[src/rtl/tate_host_seq_pkg.sv]
// tate_host_seq_pkg
// Shared definitions for the pairing host sequencer:
//   - state_t      : sequencer FSM encoding (IDLE, LOAD, RUN, RD, OUT)
//   - DEF_*        : default operand/result placement in the operand RAM
//   - CONST_ADDR   : RAM words reserved for microcode constants; the
//                    IN and OUT windows must be placed clear of these
package tate_host_seq_pkg;

  typedef enum logic [2:0] {
    S_IDLE,
    S_LOAD,
    S_RUN,
    S_RD,
    S_OUT
  } state_t;

  localparam int DEF_IN_BASE  = 32;
  localparam int DEF_N_IN     = 4;
  localparam int DEF_OUT_BASE = 40;
  localparam int DEF_N_OUT    = 6;

  // Constant words preloaded for the microcode (zero, one, curve b, etc.).
  localparam int N_CONST = 4;
  localparam int unsigned CONST_ADDR [N_CONST] = '{0, 1, 2, 3};

endpackage

[src/rtl/tate_host_seq.sv]
// tate_host_seq
// Host-side sequencer in front of the pairing microcode controller. It
// writes N_IN operand words into the shared operand RAM, releases the
// controller from reset, waits for its done level (or a timeout), then
// reads N_OUT result words back out through a valid/ready port.
//
// Ports:
//   clk, reset            clock, asynchronous active-high reset
//   start                 begin a job (only looked at while idle)
//   busy, job_done, err   status: not idle / last result accepted / timeout
//   in_data/valid/ready   operand stream into the RAM
//   out_data/valid/ready  result stream out of the RAM (out_data registered)
//   ram_sel               1 = host owns the RAM port, 0 = controller owns it
//   ram_addr/wdata/we     host side of the RAM port
//   ram_rdata             RAM read data for the presented address
//   core_reset            registered synchronous reset to the controller
//   core_done             controller done level
module tate_host_seq
  import tate_host_seq_pkg::*;
#(
  parameter int ADDR_W   = 6,
  parameter int DATA_W   = 194,
  parameter int IN_BASE  = DEF_IN_BASE,
  parameter int N_IN     = DEF_N_IN,
  parameter int OUT_BASE = DEF_OUT_BASE,
  parameter int N_OUT    = DEF_N_OUT,
  parameter int TIMEOUT  = 1048576
) (
  input  logic              clk,
  input  logic              reset,
  input  logic              start,
  output logic              busy,
  output logic              job_done,
  output logic              err,
  input  logic [DATA_W-1:0] in_data,
  input  logic              in_valid,
  output logic              in_ready,
  output logic [DATA_W-1:0] out_data,
  output logic              out_valid,
  input  logic              out_ready,
  output logic              ram_sel,
  output logic [ADDR_W-1:0] ram_addr,
  output logic [DATA_W-1:0] ram_wdata,
  output logic              ram_we,
  input  logic [DATA_W-1:0] ram_rdata,
  output logic              core_reset,
  input  logic              core_done
);

  localparam int MAXN  = (N_IN > N_OUT) ? N_IN : N_OUT;
  localparam int IDX_W = (MAXN > 1) ? $clog2(MAXN) : 1;
  localparam int CNT_W = $clog2(TIMEOUT) + 1;

  localparam logic [IDX_W-1:0] LAST_IN  = IDX_W'(N_IN - 1);
  localparam logic [IDX_W-1:0] LAST_OUT = IDX_W'(N_OUT - 1);
  localparam logic [CNT_W-1:0] CNT_LAST = CNT_W'(TIMEOUT - 1);

  state_t           state, state_nxt;
  logic [IDX_W-1:0] idx, idx_nxt;
  logic [CNT_W-1:0] run_cnt, cnt_nxt;
  logic             err_nxt;

  assign busy      = (state != S_IDLE);
  assign ram_wdata = in_data;

  // Next-state and combinational outputs. The run counter is held at zero
  // outside RUN so every job starts its timeout window fresh. In RUN,
  // core_done is checked before the timeout so a done arriving on the
  // last allowed cycle still drains normally with err left clear.
  always_comb begin
    state_nxt = state;
    idx_nxt   = idx;
    cnt_nxt   = '0;
    err_nxt   = err;
    in_ready  = 1'b0;
    ram_we    = 1'b0;
    ram_addr  = '0;
    out_valid = 1'b0;
    job_done  = 1'b0;

    case (state)
      S_IDLE: begin
        if (start) begin
          state_nxt = S_LOAD;
          idx_nxt   = '0;
          err_nxt   = 1'b0;
        end
      end

      S_LOAD: begin
        in_ready = 1'b1;
        ram_we   = in_valid;
        ram_addr = ADDR_W'(IN_BASE) + ADDR_W'(idx);
        if (in_valid) begin
          if (idx == LAST_IN) begin
            state_nxt = S_RUN;
            idx_nxt   = '0;
          end else begin
            idx_nxt = idx + 1'b1;
          end
        end
      end

      S_RUN: begin
        cnt_nxt = run_cnt + 1'b1;
        if (core_done) begin
          state_nxt = S_RD;
        end else if (run_cnt == CNT_LAST) begin
          state_nxt = S_IDLE;
          err_nxt   = 1'b1;
        end
      end

      S_RD: begin
        ram_addr  = ADDR_W'(OUT_BASE) + ADDR_W'(idx);
        state_nxt = S_OUT;
      end

      S_OUT: begin
        out_valid = 1'b1;
        if (out_ready) begin
          if (idx == LAST_OUT) begin
            job_done  = 1'b1;
            idx_nxt   = '0;
            state_nxt = S_IDLE;
          end else begin
            idx_nxt   = idx + 1'b1;
            state_nxt = S_RD;
          end
        end
      end

      default: state_nxt = S_IDLE;
    endcase
  end

  // State and datapath registers. core_reset and ram_sel are registered
  // from the next state so they change exactly on RUN entry/exit without
  // combinational glitches reaching the controller. out_data loads only
  // at the end of RD, so it holds steady for the whole OUT stall.
  always_ff @(posedge clk or posedge reset) begin
    if (reset) begin
      state      <= S_IDLE;
      idx        <= '0;
      run_cnt    <= '0;
      err        <= 1'b0;
      core_reset <= 1'b1;
      ram_sel    <= 1'b1;
      out_data   <= '0;
    end else begin
      state      <= state_nxt;
      idx        <= idx_nxt;
      run_cnt    <= cnt_nxt;
      err        <= err_nxt;
      core_reset <= (state_nxt != S_RUN);
      ram_sel    <= (state_nxt != S_RUN);
      if (state == S_RD) begin
        out_data <= ram_rdata;
      end
    end
  end

endmodule

[config.mk]
export PLATFORM = sky130hd
export DESIGN_NAME = tate_host_seq
export DESIGN_NICKNAME = d
export VERILOG_FILES = /design/src/rtl/tate_host_seq_pkg.sv /design/src/rtl/tate_host_seq.sv
export SDC_FILE = /design/constraint.sdc
export NUM_CORES = 1
export LEC_CHECK = 0
export BUFFER_PORTS_ARGS = -buffer_cell sky130_fd_sc_hd__buf_4
export CAP_MARGIN = 20
export CORE_AREA = 2 2 310 312
export DETAILED_ROUTE_END_ITERATION = 12
export DIE_AREA = 0 0 312 314
export PLACE_DENSITY = 0.32
export RECOVER_POWER = 50
export SLEW_MARGIN = 20
export SYNTH_ARGS = -nofsm -noshare
export SYNTH_HDL_FRONTEND = slang
export SYNTH_SLANG_ARGS = --single-unit
[constraint.sdc]
create_clock -name clk -period 7.71 [get_ports clk]
set_clock_uncertainty 0.05 [all_clocks]
set_input_delay 0.771 -clock clk [delete_from_list [all_inputs] [get_ports clk]]
set_output_delay 0.771 -clock clk [all_outputs]
set_load 0.03 [all_outputs]
==> results.yml <==
logic_synthesis:
  ys.flop_type: "dfrtp_1"
  synth_cell_types: 43
  yosysTopAreaCell: "dfrtp_1"
  synth.top_cell.area_share: 0.5443
  synth_top_family_by_area: "multiplexers"
  synth-xor-area-share: 0.008582
  synth_area_leaders: "dfrtp_1 (54%), mux2_2 (22%), buf_4 (14%), buf_2 (0.83%), xnor2_1 (0.77%)"
  avgSynthCellArea_um2: 13.12
  ys_warn_count: 0
  synthAdderAreaFrac: 0.007356
  synth-simple-area-share: 0.03923
  async_flop_share: 1.000
  syn-cell-area_um2: 10210
  muxShareOfSynthArea: 0.2182
  yosys-top-cells-count: "dfrtp_1 (222), buf_4 (196), mux2_2 (196)"
  synth_edf_count: 0
  synth.most_common_cell: "dfrtp_1"
  synthCells: 778
  synth-compound-area-share: 0.01729
  yosysSeqAreaShare: 0.5469
  yosys_register_bits: 223
  syn_nets: 1178
cells_and_area:
  final_nets: 1401
  final_layout_size_suffix_gt1_frac: 0.6438
  fin_cells: 2284
  num-fill-cells: 10670
  antenna_cells: 0
  syn2layout_area_growth_pct: 40.85
clock_tree:
  clk_pin_slew_ns: 0.05
  post_cts_buffers: 0
  cts_inserted_buffers: 34
  root_buffer: "clkbuf_16"
  cts_resized: 0
  clk_path_buf_depth: 3
  cts_tree: "done"
  htreeDepth: 2
  worstSkewPairLatency_ns: 0.55
  holdBufCountCts: 0
  cts_sinks: 223
die:
  num_rows: 113
  start_util: 0.1081
  pin_count: 796
  core-area_um2: 94450
  die_width_um: 312
  die_y_um: 314
  die_area_um2: 97970
placement:
  port_buffers: 406
  gp_congestion: 0.6925
  dp_cells: 2230
  dpl.hpwl_um: 24990
critical_path:
  critical_path_class: "in -> async"
  cp.depth: 3
  crit_buf_inv: 3
  crit_path_max_fanout: 132
  crit_arrival_ns: 4.24
  reg2reg_to: "out_data[123]"
  path_cells: "clkbuf_4, clkinvlp_2, buf_12"
  r2r-start: "state[0]"
  reg2reg_slack_ns: 4.57
  critPathLaunchType: "input port"
  reg2regPathDepth: 4
  critical_path.max_stage_delay_ns: 2.54
  worst_setup_path_end_kind: "async pin"
  crit_family: "buffers and inverters"
  cp_slowest_cell: "clkinvlp_2"
  critPathRequiredTime_ns: 8.19
outcome:
  status: "complete, but fails checks"
  violations: "capacitance limit, slew limit"
pwr:
  leakage_uw: 0.006259
  ir_drop_v: 0.0002041
  p_per_area_nw_per_um2: 470.7
sta:
  rsz0062_at_grt: "no"
  finalCritPeriodShare: 0.4880
  maxSlewHeadroom: -2.061
  worst-slew-pin-transition_ns: 4.567
  clock.fmax_mhz: 265.8
  finalSetupViolCount: 0
  slew_violations: 92
  fin_crit_ns: 3.762
  setup_tns_ns: 0
  hold_violations: 0
worst_hold_path:
  hp-start: "ram_rdata[99]"
  min_to: "out_data[99]"
  hold_path.class: "in -> reg"
  holdPathStages: 2
drt:
  drcViolationCount: 0
  wire_per_inst_um: 14.86
  vias: 6581
  wl_um: 33950
  vias_per_cell: 2.881
  drtPass1Iterations: 4
  drtAntennaViolNets: 0
  drt_iter0_markers: 174
grt:
  gr-total-overflow: 0
  track_usage: 0.06717
  grt_pass1_vias: 7399
  antenna_found_initial: 0
  grt_max_degree: 133
  grt_pass1_wl_um: 48710
job:
  max-cap-violations: 1
==> layout by cell type (no fill, tap or decap), types with 3 or more instances in the layout <==
cell type  instances
buf_4            406
dfrtp_1          222
mux2_2           196
clkbuf_16         35
nor2_1            18
inv_1             14
nand2_1           12
or3_1             10
a21oi_1           10
nand3_1            9
xnor2_1            9
o21ai_0            8
nor3_1             6
ha_1               6
clkbuf_1           6
clkbuf_8           6
nor4_1             4
nand4_1            3
==> worst reg2reg max path, cell delays in order (launching register included) <==
cell	delay [ns]
dfrtp_1	0.47
nor2b_1	0.20
nand2_1	0.93
buf_4	0.92
mux2_2	0.48
==> worst max-delay path by stage <==
| stage | from | to | slack, ns |
|---|---|---|---|
| after floorplan | reset | err | 0.78 |
| after global placement | state[0] | ram_addr[3] | 4.99 |
| after detailed placement | state[0] | ram_addr[3] | 4.96 |
| after CTS | state[0] | ram_addr[3] | 4.33 |
| after global routing | reset | out_data[9] | 3.11 |
| final | reset | out_data[29] | 3.95 |
==> routing by layer <==
layer	routed length (um)	global-route usage
met3	3850	0.03445
met2	17370	0.1137
met1	10380	0.06047
met5	0	0
met4	2348	0.05387
==> registers in the layout, summed over array words and instances (netlist names) <==
register	count
core_reset	1
err	1
idx	3
out_data	194
run_cnt	21
state	3
==> power breakdown <==
group          switching [uW]  internal [uW]
clock network             591            952
registers                 297           1720
logic                    1830           1370
total                    2720           4040
==> cell type report <==
type                       instances  area, um^2  area share
sequential                       223        5582      0.3883
timing repair buffer             409        3095      0.2153
multi-input combinational        318        2970      0.2066
tap                             1265        1583      0.1101
clock buffer                      47       980.9     0.06824
clock inverter                     7       106.4    0.007398
inverter                          15       57.56    0.004004
==> stage by stage <==
| stage | hold slack [ns] | total power [uW] | cell area (um^2) | util | setup WS [ns] |
|---|---|---|---|---|---|
| final | 0.3879 | 6766 | 14380 | 0.1522 | 3.948 |
| after floorplan | 0.4047 | 4176 | 10210 | - | 0.7845 |
| after global routing | 0.3411 | 7170 | 14380 | 0.1522 | 3.110 |
| after CTS | 0.2752 | 6948 | 14390 | 0.1524 | 4.327 |
| after detailed placement | 0.4359 | 5309 | 13300 | 0.1408 | 4.961 |
| after global placement | 0.4272 | 5284 | 13300 | 0.1408 | 4.993 |
==> cell families after synthesis <==
family,count (synthesis)
other,1
adder cells (fa/ha/maj),6
AND/OR/NAND/NOR,74
AO/OA/AOI/OAI,29
multiplexers,198
flip-flops,223
XOR/XNOR,10
buffers and inverters,237
No activity file was read; power rests on OpenSTA's default activity.
